===== config.mk =====
export PLATFORM = sky130hd
export DESIGN_NAME = cond_sink_sched_flat
export DESIGN_NICKNAME = d
export VERILOG_FILES = /design/src/rtl/cond_sink_sched_if.sv /design/src/rtl/cond_sink_sched.sv /design/src/flat_wrapper.sv
export SDC_FILE = /design/constraint.sdc
export NUM_CORES = 1
export LEC_CHECK = 0
export CORE_MARGIN = 10
export CORE_UTILIZATION = 50
export DETAILED_ROUTE_END_ITERATION = 10
export PLACE_DENSITY = 0.78
export SYNTH_ARGS = -nofsm -noshare
export SYNTH_HDL_FRONTEND = slang
export SYNTH_SLANG_ARGS = --single-unit
export TNS_END_PERCENT = 10

===== constraint.sdc =====
create_clock -name clk -period 3.7 [get_ports clk]
set_input_delay 0.74 -clock clk [delete_from_list [all_inputs] [get_ports clk]]
set_output_delay 0.74 -clock clk [all_outputs]
set_load 0.02 [all_outputs]

===== src/rtl/cond_sink_sched_if.sv =====
// Control channel of a two-way conditional sink: 4-phase rctl/actl handshake
// with dctl (1=pass, 0=drop) bundled against rctl.
interface cond_sink_sched_if;
  logic rctl;
  logic dctl;
  logic actl;

  modport master (output rctl, output dctl, input actl);
  modport slave  (input rctl, input dctl, output actl);
endinterface


===== src/rtl/cond_sink_sched.sv =====
// Pass/drop pattern scheduler for a conditional sink control channel.
// Issues KEEP pass tokens then DROP drop tokens, repeating, over a 4-phase
// bundled-data channel. The acknowledge is asynchronous and is synchronised
// internally before any decision uses it.
// Optional build macro: COND_SINK_SCHED_STATS_EN adds saturating 16-bit
// pass/drop token counters; without it both count ports read as zero.
module cond_sink_sched #(
  parameter int unsigned CW   = 8,
  parameter int unsigned SYNC = 2
) (
  input  logic                  clk,
  input  logic                  rst,
  input  logic                  en_i,
  input  logic [CW-1:0]         keep_i,
  input  logic [CW-1:0]         drop_i,
  cond_sink_sched_if.master     ctl,
  output logic                  busy_o,
  output logic [15:0]           pass_cnt_o,
  output logic [15:0]           drop_cnt_o
);

  typedef enum logic [1:0] {StIdle, StSetup, StReq, StRtz} state_e;

  state_e          state_q, state_d;
  logic [SYNC-1:0] sync_q;
  logic            actl_s;
  logic [CW:0]     pos_q, pos_d;
  logic [CW-1:0]   kq_q, kq_d, dq_q, dq_d;
  logic            rctl_q, rctl_d;
  logic            dctl_q, dctl_d;

  logic            pos_zero;
  logic [CW:0]     sum_in, sum_q, pos_inc;
  logic [CW-1:0]   kq_eff;
  logic            pat_nz;
  logic            tok_done;

  assign actl_s   = sync_q[SYNC-1];
  assign pos_zero = (pos_q == '0);
  assign sum_in   = {1'b0, keep_i} + {1'b0, drop_i};
  assign sum_q    = {1'b0, kq_q} + {1'b0, dq_q};
  assign pos_inc  = pos_q + {{CW{1'b0}}, 1'b1};
  // At a period boundary the fresh inputs are about to be latched, so they decide.
  assign kq_eff   = pos_zero ? keep_i : kq_q;
  assign pat_nz   = pos_zero ? (sum_in != '0) : (sum_q != '0);
  assign tok_done = (state_q == StRtz) && !actl_s;

  // Acknowledge synchroniser.
  always_ff @(posedge clk) begin
    if (rst) sync_q <= '0;
    else     sync_q <= {sync_q[SYNC-2:0], ctl.actl};
  end

  // State, pattern and output registers.
  always_ff @(posedge clk) begin
    if (rst) begin
      state_q <= StIdle;
      pos_q   <= '0;
      kq_q    <= '0;
      dq_q    <= '0;
      rctl_q  <= 1'b0;
      dctl_q  <= 1'b0;
    end else begin
      state_q <= state_d;
      pos_q   <= pos_d;
      kq_q    <= kq_d;
      dq_q    <= dq_d;
      rctl_q  <= rctl_d;
      dctl_q  <= dctl_d;
    end
  end

  // Next-state logic; dctl is set on entry to SETUP so it is stable a full
  // cycle before rctl rises and is held until the next token.
  always_comb begin
    state_d = state_q;
    pos_d   = pos_q;
    kq_d    = kq_q;
    dq_d    = dq_q;
    dctl_d  = dctl_q;
    unique case (state_q)
      StIdle: begin
        if (en_i && pat_nz) begin
          state_d = StSetup;
          if (pos_zero) begin
            kq_d = keep_i;
            dq_d = drop_i;
          end
          dctl_d = (pos_q < {1'b0, kq_eff});
        end
      end
      StSetup: state_d = StReq;
      StReq: begin
        if (actl_s) state_d = StRtz;
      end
      StRtz: begin
        if (!actl_s) begin
          state_d = StIdle;
          pos_d   = (pos_inc == sum_q) ? '0 : pos_inc;
        end
      end
    endcase
    rctl_d = (state_d == StReq);
  end

  assign ctl.rctl = rctl_q;
  assign ctl.dctl = dctl_q;
  assign busy_o   = (state_q != StIdle);

`ifdef COND_SINK_SCHED_STATS_EN
  logic [15:0] pass_q, drop_q;

  // Saturating token counters, bumped as each handshake retires.
  always_ff @(posedge clk) begin
    if (rst) begin
      pass_q <= '0;
      drop_q <= '0;
    end else if (tok_done) begin
      if (dctl_q && pass_q != 16'hFFFF)  pass_q <= pass_q + 16'd1;
      if (!dctl_q && drop_q != 16'hFFFF) drop_q <= drop_q + 16'd1;
    end
  end

  assign pass_cnt_o = pass_q;
  assign drop_cnt_o = drop_q;
`else
  logic unused_tok_done;
  assign unused_tok_done = tok_done;
  assign pass_cnt_o      = '0;
  assign drop_cnt_o      = '0;
`endif

endmodule


===== src/flat_wrapper.sv =====
// flat-port wrapper written by rule: the top's interface ports become plain ports
module cond_sink_sched_flat 
#(
  parameter int unsigned CW   = 8,
  parameter int unsigned SYNC = 2
)
  (clk, rst, en_i, keep_i, drop_i, busy_o, pass_cnt_o, drop_cnt_o, ctl_rctl, ctl_dctl, ctl_actl);
  cond_sink_sched_if ctl_i ();
  input  logic clk;
  input  logic rst;
  input  logic en_i;
  input  logic [CW-1:0] keep_i;
  input  logic [CW-1:0] drop_i;
  output logic busy_o;
  output logic [15:0] pass_cnt_o;
  output logic [15:0] drop_cnt_o;
  output wire logic [$bits(ctl_i.rctl)-1:0] ctl_rctl;
  output wire logic [$bits(ctl_i.dctl)-1:0] ctl_dctl;
  input wire logic [$bits(ctl_i.actl)-1:0] ctl_actl;
  assign ctl_rctl = ctl_i.rctl;
  assign ctl_dctl = ctl_i.dctl;
  assign ctl_i.actl = ctl_actl;
  cond_sink_sched #(.CW(CW), .SYNC(SYNC)) u_core (.clk(clk), .rst(rst), .en_i(en_i), .keep_i(keep_i), .drop_i(drop_i), .ctl(ctl_i), .busy_o(busy_o), .pass_cnt_o(pass_cnt_o), .drop_cnt_o(drop_cnt_o));
endmodule

==> results of run 1 <==
==> how the worst max path moves through the flow <==
stage / startpoint / endpoint / slack [ps] / cells after the start
2_1_floorplan: keep_i[0] / u_core.dq_q[0]$_SDFFE_PP0P_ / 580 / 11
3_3_place_gp: keep_i[0] / u_core.ctl.dctl$_SDFFE_PP0P_ / -110 / 11
3_5_place_dp: keep_i[0] / u_core.kq_q[5]$_SDFFE_PP0P_ / -170 / 11
4_1_cts: keep_i[0] / u_core.kq_q[5]$_SDFFE_PP0P_ / 140 / 11
5_1_grt: keep_i[0] / u_core.dq_q[7]$_SDFFE_PP0P_ / 90 / 13
6_report: keep_i[0] / u_core.dq_q[5]$_SDFFE_PP0P_ / 220 / 13
==> final cells by class <==
class                           instances  area (um^2)  area share [%]
Multi-Input combinational cell        244         1820            60.8
Sequential cell                        31          621            20.7
Timing Repair Buffer                   34          323            10.8
Clock buffer                            7         96.3            3.22
Tap cell                               70         87.6            2.93
Inverter                               10         37.5            1.25
Clock inverter                          1         7.51           0.251
==> metal layers <==
metal  vias to the layer above  GRT usage (%)  share of wire [%]
li1                       1060              -                  -
met2                        44           23.5                 48
met5                         -              0                  0
met1                       980           16.3                 45
met4                         0           4.24                1.2
met3                         7           4.68                6.2
==> logic make-up after synthesis <==
family,count (synthesis),share of synthesized area [%]
adders and majority gates,27,13.5
other,1,0.143
and+or+nand+nor,83,16.8
AOI/OAI and AO/OA,65,19.6
muxes,18,6.88
xor gates and xnor gates,19,7.40
DFF,31,23.7
buffers and inverters,48,12.0
==> power by group through the flow <==
stage	registers, mW	clock network (mW)	logic [mW]
3_3_place_gp	0.388	0	0.358
6_report	0.380	0.306	0.372
2_1_floorplan	0.384	0	0.294
4_1_cts	0.380	0.313	0.369
3_5_place_dp	0.388	0	0.366
5_1_grt	0.384	0.324	0.409
==> flip-flops by register name, indices dropped and copies added, names as in the netlist <==
register         flops
u_core.sync_q        2
u_core.ctl.rctl      1
u_core.kq_q          8
u_core.state_q       2
u_core.ctl.dctl      1
u_core.pos_q         9
u_core.dq_q          8
==> cell usage in the layout (no fill, tap or decap), types with 11 or more instances in the layout <==
| cell | instances |
|---|---|
| a21o_1 | 11 |
| nand2_1 | 12 |
| clkdlybuf4s50_1 | 22 |
| nor2_1 | 30 |
| xnor2_1 | 11 |
| dfxtp_1 | 31 |
| ha_1 | 25 |
| buf_4 | 11 |
| conb_1 | 32 |
| mux2i_1 | 18 |
| o21ai_0 | 12 |
==> per-stage QoR <==
stage,utilization (%),instances,power (mW),area [um^2]
3_3_place_gp,56.3,389,0.746,2880
3_5_place_dp,56.3,389,0.754,2880
4_1_cts,58.4,397,1.06,2980
2_1_floorplan,-,323,0.678,2740
5_1_grt,58.6,397,1.12,2990
6_report,58.6,397,1.06,2990
==> metrics.cfg, run 1 <==
[status]
status = finished clean

[sta]
finalWorstSetupSlack_ps = 224
relSlewSlack_pct = 45.1
finalSetupViolCount = 0
finalSetupTns_ps = 0
fin_worst_skew_ps = 6.18
max_clock_freq_mhz = 288
worst_pin_slew_ps = 811
fin_hold_ws_ps = 458
period_minus_slack_ps = 3480
rsz0062_at_grt = false
finalHoldViolations = 0
slew_viol_final = 0
finalCritPeriodShare_pct = 94.0

[cts]
cts_buffer_depth = 2
clock-sinks = 31
cts_inserted_buffers = 5
cts_max_level = 2
cts_tree = done
holdBufCountCts = 0
cts_setup_buffers = 0
clk-insertion-delay-late_ps = 290
clk_pin_slew_ps = 70
root_buffer = clkbuf_8
postCtsResizedCells = 0

[routing]
vias = 2091
drc_errors = 0
wl_um = 5880
ant_nets = 0
first_iter_violations = 103
first_pass_iters = 4
viasPerCell = 5.27
wire_per_inst_um = 14.8

[grt]
grt_pass1_wl_um = 9970
antenna_found_initial = 0
grt_pass1_vias = 2056
grt_start_max_net_pins = 26
grtUsageTotal_pct = 13.9
overflow = 0

[synth]
synth_top_area_cell = dfxtp_1
synthArstFlopShare_pct = 0
yosys-top-cells-area = dfxtp_1 (24%), ha_1 (12%), buf_4 (9.5%)
synth_top_area_share_pct = 23.7
synth-seq-cells = 31
yosysSeqAreaShare_pct = 23.7
netlist_area_um2 = 2620
ys.flop_type = dfxtp_1
post-synth-top-count-cell = buf_4
netlist_instances = 292
ys_warn_count = 0
synthTopCellsByCount = buf_4 (33), dfxtp_1 (31), nor2_1 (30)
synth.distinct_cells = 54
synth_edf_count = 0
post_synth.cell_area_avg_um2 = 8.97

[floorplanning]
fp.dieArea_um2 = 8540
pin_count = 55
core_area_um2 = 5110
die_h_um = 92.4
die_x_um = 92.4
rows = 26
start_util_pct = 51.3

[power_and_ir_drop]
leakage_nw = 1.29
power_frac_clock_pct = 28.9
p_int_mw = 0.701
p_comb_share_pct = 35.2
power.share.sequential_pct = 35.9
power.switching_mw = 0.358
pwr_density_cell_nw_per_um2 = 354
switching_share_pct = 33.8
ir_worst_vdd_uv = 361

[final_layout]
syn_to_final_growth_pct = 14.2
n_fill_cell = 477
final_layout_size_suffix_gt1_share_pct = 12.2
nNetsFinal = 373
num_antenna_cells = 0

[placement]
gp_congestion = 0.848
hpwlAfterDp_um = 4780
io_buffers = 22
pre_cts_ws_ps = -169

[setup_path]
cp-start-kind = input port
criticalPathCategory = input port to register
r2r_end = u_core.kq_q[1]$_SDFFE_PP0P_
reg2reg_slack_ps = 450
worstReg2RegStart = u_core.kq_q[0]$_SDFFE_PP0P_
reg2regPathDepth = 11
worstPathRequired_ps = 3880
critPathBufInv = 3
crit_arrival_ps = 3650
cpPeakStageDelay_ps = 540
cp_max_fo = 9
end_kind = register
cp_top_family = buffers and inverters
critPathSlowestCell = or4_1
path_cells = clkdlybuf4s50_1 -> ha_1 -> fa_1 -> a21o_1 -> a21o_1 -> mux2i_1 -> or4_1 -> a21oi_2 -> buf_4 -> a2111oi_2 -> buf_12 -> mux2i_1 -> nor2_1

[hold_path]
hold_path_class = register to register
min_path_cells = 1
whs_endpoint = u_core.sync_q[1]$_SDFF_PP0_
min-delay-start = u_core.sync_q[0]$_SDFF_PP0_

[job]
cap_violations = 0

(Power assumes the default switching activity.)
==> inputs of run 2 (changes only) <==
SKIP_CTS_REPAIR_TIMING = 1   (was unset)
==> results of run 2 <==
The final DEF is identical to that of run 1; final timing and power are the same.
==> RTL edit 1 (settings of run 1) <==
Register the inputs `en_i`, `keep_i` and `drop_i` before use, without a reset. The logic sees them one clock later. The other inputs are not delayed to match.
--- a/src/rtl/cond_sink_sched.sv
+++ b/src/rtl/cond_sink_sched.sv
@@ -23,2 +23,12 @@
 
+  logic en_q;
+  logic [CW-1:0] keep_q;
+  logic [CW-1:0] drop_r;
+
+  always_ff @(posedge clk) begin
+    en_q   <= en_i;
+    keep_q <= keep_i;
+    drop_r <= drop_i;
+  end
+
   state_e          state_q, state_d;
@@ -39,3 +49,3 @@
   assign pos_zero = (pos_q == '0);
-  assign sum_in   = {1'b0, keep_i} + {1'b0, drop_i};
+  assign sum_in   = {1'b0, keep_q} + {1'b0, drop_r};
   assign sum_q    = {1'b0, kq_q} + {1'b0, dq_q};
@@ -43,3 +53,3 @@
   // At a period boundary the fresh inputs are about to be latched, so they decide.
-  assign kq_eff   = pos_zero ? keep_i : kq_q;
+  assign kq_eff   = pos_zero ? keep_q : kq_q;
   assign pat_nz   = pos_zero ? (sum_in != '0) : (sum_q != '0);
@@ -82,7 +92,7 @@
       StIdle: begin
-        if (en_i && pat_nz) begin
+        if (en_q && pat_nz) begin
           state_d = StSetup;
           if (pos_zero) begin
-            kq_d = keep_i;
-            dq_d = drop_i;
+            kq_d = keep_q;
+            dq_d = drop_r;
           end
Formal check against the unedited RTL: not equivalent (a bounded check fails within 4 cycles, from zero or initial values and one cycle with rst high).
==> RTL edit 1 against run 1 <==
- wire length decreased by 0.70%
- sequential cell count increased by 17
- power increased by 53%
- synthesized area increased by 7.4%
- core utilization decreased by 2.7 points
- final area increased by 2.3%
- setup slack improved by 600 ps
- hold slack got worse by 11 ps
- largest cell class unchanged
==> RTL edit 1: results (changes against run 1) <==
maximum_number_of_pins_on_one_net_before_global_route_repair: 18  # was 26
largest_reg_flops: 9  # unchanged
fillerInstances: 484  # was 477
drt_iter0_drc: 142  # was 103
met1_usage_pct: 16.4  # was 16.3%
power.static_leakage_nw: 1.31  # was 1.29 nW
layout.nets: 375  # was 373
grt_util_all_layers_pct: 13.4  # was 13.9%
postSynth.asyncResetShare_pct: 0  # unchanged
yosys.cell_types.count: 47  # was 54
io_buffers: 22  # unchanged
synth_compound_gate_area_share_pct: 11.3  # was 19.6%
r2r_setup_slack_ps: 820  # was 450 ps
yosys.area_share.xor_xnor_pct: 6.22  # was 7.40%
synth_common_cells: "48 x dfxtp_1, 32 x buf_4, 25 x ha_1"  # was 33 x buf_4, 31 x dfxtp_1, 30 x nor2_1
synth-adder-area-share_pct: 12.5  # was 13.5%
top_register: "u_core.pos_q"  # unchanged
gp_congestion: 0.845  # was 0.848
proportion_of_layout_cells_with_a_drive_suffix_above_1_pct: 7.62  # was 12.2%
clk_pin_slew_ps: 80
met3_layer_usage_reported_by_global_route_pct: 3.38  # was 4.68%
outcome: "finished, final reports clean"  # unchanged
post_synth_mux_area_share_pct: 6.40  # was 6.88%
ys.warnings.count: 0  # unchanged
grt_pass1_wl_um: 9690  # was 9970 µm
wirelength_um: 5840  # was 5880 µm
antenna_violations_before_repair: 0  # unchanged
maximum_resistive_drop_on_vdd_mv: 0.408  # was 0.361 mV
post-cts-setup-buffer-count: 0  # unchanged
cts-buffers-inserted: 5  # unchanged
cts.repair.resized: 0  # unchanged
r2r.worst_path.cells: 10  # was 11
min_path_type: "reg2reg"  # unchanged
antenna_cells: 0  # unchanged
clock_tree.htree_level_count: 2  # unchanged
critical_path.max_fanout: 17  # was 9
clock_latency_ps: 300
gr-usage-met2_pct: 22.5  # was 23.5%
cts_max_path_buffers: 2  # unchanged
yosys-top-cells-area: "dfxtp_1 34%, ha_1 11%, buf_4 8.5%"  # was dfxtp_1 24%, ha_1 12%, buf_4 9.5%
root_buffer: "clkbuf_8"  # unchanged
detailed_place_hpwl_um: 4580  # was 4780 µm
hold_path_depth: 1  # unchanged
finClkSkew_ps: 5.41  # was 6.18 ps
worstPathArrival_ps: 3040  # was 3650 ps
max_slew_margin_pct: 30.1  # was 45.1%
place_area_um2: 2970  # was 2880 µm²
synth_seq_area_share_pct: 34.1  # was 23.7%
drt_first_pass_iters: 4  # unchanged
via_count: 2097  # was 2091
-- RTL edit 1: changes by cell type after synthesis, sizes merged, moves of 8 or more --
cell / run 1 / this run
dfxtp: 31 / 48
a211oi: 10 / 2
nand2: 14 / 24
a21o: 11 / 3
nor2: 31 / 18
a21oi: 10 / 20
-- RTL edit 1: worst paths after layout --
kind / from / endpoint
worst max-delay path: u_core.kq_q[0] / u_core.kq_q[4]
worst min register to register: u_core.sync_q[0] / u_core.sync_q[1]
worst max register to register: u_core.kq_q[0] / u_core.kq_q[4]
worst min-delay path: u_core.sync_q[0] / u_core.sync_q[1]
-- RTL edit 1: per-stage QoR --
step	std cells	power (mW)	hold WS, ps	setup WS [ps]	util (%)
global placement	393	1.28	428	969	54.3
global route	400	1.74	460	547	55.9
finish	400	1.62	447	821	55.9
floorplan	338	1.18	414	1320	-
CTS	400	1.63	455	805	55.9
detailed placement	393	1.31	427	888	54.3
-- RTL edit 1: cells by family (layout without fill, tap and decap cells) --
family	Yosys count	in the layout
and+or+nand+nor	97	97
buffers and inverters	47	37
DFF	48	48
adders and majority gates	27	27
muxes	18	18
xor gates and xnor gates	20	20
other	1	32
AOI/OAI and AO/OA	49	49
-- RTL edit 1: critical path, stage by stage (launching register included) --
cell and delay, ps:
dfxtp_1 370, ha_1 210, inv_1 60, fa_1 520, nor4b_1 240, nand3_1 110
nor3_1 230, nand3_1 150, o21ai_2 570, or2_2 230, a21oi_1 50
-- RTL edit 1: cell type report --
cell class	count	area, µm²	share of cell area, %
Sequential cell	48	961	31.4
Clock buffer	6	82.6	2.70
Timing Repair Buffer	24	235	7.69
Clock inverter	1	8.76	0.286
Inverter	6	22.5	0.736
Multi-Input combinational cell	243	1660	54.3
Tap cell	72	90.1	2.94
-- RTL edit 1: per-layer routing --
layer	wire [µm]	part of all wire (%)	up-vias
met5	0	0	-
met2	2710	46	68
met4	72	1.2	0
met3	430	7.4	5
met1	2620	45	975
li1	-	-	1049
-- RTL edit 1: report_power, final --
part	internal (mW)	leakage, nW	switching [mW]
logic	0.294	0.867	0.369
registers	0.583	0.397	0.0612
clock network	0.149	0.0473	0.167
total	1.03	1.31	0.597
==> RTL edit 2 (flow settings as in run 1) <==
Without the edit above. `CW` is set to 8 in 2 places; all go to 4.
--- a/src/rtl/cond_sink_sched.sv
+++ b/src/rtl/cond_sink_sched.sv
@@ -7,3 +7,3 @@
 module cond_sink_sched #(
-  parameter int unsigned CW   = 8,
+  parameter int unsigned CW   = 4,
   parameter int unsigned SYNC = 2
--- a/src/flat_wrapper.sv
+++ b/src/flat_wrapper.sv
@@ -3,3 +3,3 @@
 #(
-  parameter int unsigned CW   = 8,
+  parameter int unsigned CW   = 4,
   parameter int unsigned SYNC = 2
Interface: changed (resized drop_i and keep_i); port bits go from 55 to 47. No check against the original RTL was run, so the function may have changed too.
==> RTL edit 2 against run 1 <==
- clock skew down 2.2 ps
- register-to-register slack better by 660 ps
- count of clock-buffer cells in the layout down 3
- cell count down 47%
- hold slack better by 2.9 ps
- largest power group unchanged
- sequential power down 37%
- critical endpoint is now u_core.kq_q[1]
- power down 49%
- critical path depth down 4
- via count down 49%
- final area down 49%
- sequential cell count down 12
- wire length down 46%
- setup slack better by 810 ps
- synthesized area down 44%
==> RTL edit 2: results (changes against run 1) <==
hold_end: "u_core.sync_q[1]"  # unchanged
finish.utilization_pct: 55.2  # was 58.6%
finClkSkew_ps: 3.98  # was 6.18 ps
worstPathArrival_ps: 2900  # was 3650 ps
drt_first_pass_iters: 5  # was 4
detailed_place_hpwl_um: 2670  # was 4780 µm
drt_iter0_drc: 29  # was 103
routed_wire_length_per_instance_um: 15.0  # was 14.8 µm
antenna_violations_before_repair: 0  # unchanged
layout.nets: 207  # was 373
antenna_cells: 0  # unchanged
clk_pin_slew_ps: 110  # was 70 ps
yosys-top-cells-area: "dfxtp_1 26%, buf_4 16%, ha_1 11%"  # was dfxtp_1 24%, ha_1 12%, buf_4 9.5%
drtAntennaViolNets: 0  # unchanged
r2r_setup_slack_ps: 1110  # was 450 ps
min_path_type: "reg2reg"  # unchanged
maximum_resistive_drop_on_vdd_mv: 0.321  # was 0.361 mV
postSynth.asyncResetShare_pct: 0  # unchanged
critical_path.max_fanout: 9  # unchanged
root_buffer: "clkbuf_4"  # was clkbuf_8
io_buffers: 14  # was 22
fin_worst_hold_slack_ps: 461  # was 458 ps
grt_util_all_layers_pct: 11.5  # was 13.9%
synth_seq_area_share_pct: 25.8  # was 23.7%
via_count: 1056  # was 2091
timing_max_transition_violations_final: 0  # unchanged
fillerInstances: 288  # was 477
synth-edff-count: 0  # unchanged
timing.rr.end: "u_core.kq_q[1]"  # unchanged
r2r.worst_path.cells: 9  # was 11
gp_congestion: 0.850  # was 0.848
cts.repair.resized: 0  # unchanged
clock_tree.htree_level_count: 1  # was 2
ys.warnings.count: 0  # unchanged
post_synth.cell_area_avg_um2: 8.89  # was 8.97 µm²
maximum_number_of_pins_on_one_net_before_global_route_repair: 20  # was 26
top_regs: "u_core.pos_q: 5 flops, u_core.dq_q: 4 flops, u_core.kq_q: 4 flops"  # was u_core.pos_q: 9 flops, u_core.dq_q: 8 flops, u_core.kq_q: 8 flops
yosys.cell_types.count: 40  # was 54
worstMarginPinSlew_ps: 675  # was 811 ps
hold_start: "u_core.sync_q[0]"  # unchanged
cts-buffers-inserted: 3  # was 5
outcome: "finished, final reports clean"  # unchanged
hold_path_depth: 1  # unchanged
clock_latency_ps: 300
crit-reg2reg-launch: "u_core.kq_q[0]"  # unchanged
synth_common_cells: "32 x buf_4, 19 x dfxtp_1, 13 x ha_1"  # was 33 x buf_4, 31 x dfxtp_1, 30 x nor2_1
grt_pass1_wl_um: 5200  # was 9970 µm
cts_max_path_buffers: 2  # unchanged
power.static_leakage_nw: 0.696  # was 1.29 nW
wirelength_um: 3150  # was 5880 µm
proportion_of_layout_cells_with_a_drive_suffix_above_1_pct: 7.82  # was 12.2%
dp_worst_setup_slack_ps: 738  # was -169 ps
post-cts-setup-buffer-count: 0  # unchanged
[RTL edit 2: critical path, stage by stage]
cell	delay [ps]
clkdlybuf4s50_1	460
ha_1	250
fa_1	380
nand3b_1	90
o22ai_1	90
a31oi_1	290
o21ai_4	160
or2_2	290
a21oi_1	140
[RTL edit 2: routing by layer]
metal  up-vias  routed length [µm]  GRT usage, %
met5         -                   0             0
met4         0                  35          2.03
met3         5                 208          3.72
met2        30                1690          21.1
met1       496                1210          12.7
li1        525                   -             -
[RTL edit 2: area by class of cell]
| type | instances | area share (%) |
|---|---|---|
| clock buffer | 4 | 1.71 |
| inverter | 7 | 1.71 |
| multi-input combinational | 135 | 60.1 |
| sequential | 19 | 24.8 |
| tap | 31 | 2.53 |
| timing repair buffer | 14 | 9.14 |
[RTL edit 2: kinds of logic (layout without fill, tap and decap cells)]
logic type / Yosys count / after routing / share of synthesized area, %
buffers and inverters: 43 / 25 / 19.6
other: 1 / 32 / 0.254
multiplexers: 8 / 8 / 5.43
flip-flops: 19 / 19 / 25.8
adder cells (fa/ha/maj): 15 / 15 / 13.7
XOR/XNOR: 9 / 9 / 6.28
AND/OR/NAND/NOR: 49 / 49 / 18.5
AO/OA/AOI/OAI: 22 / 22 / 10.4
[RTL edit 2: power by group]
group | internal, mW | switching [mW]
Combinational | 0.0816 | 0.118
Sequential | 0.222 | 0.0158
Clock | 0.0421 | 0.0654
[RTL edit 2: worst max-delay path by stage]
stage	start	end	slack, ps	cells past startpoint
floorplan	keep_i[0]	u_core.kq_q[3]	1380	8
global placement	keep_i[0]	u_core.kq_q[3]	830	9
detailed placement	keep_i[0]	u_core.kq_q[2]	740	9
CTS	keep_i[0]	u_core.kq_q[2]	1040	9
global route	keep_i[0]	u_core.kq_q[1]	860	9
finish	keep_i[0]	u_core.kq_q[1]	1030	9
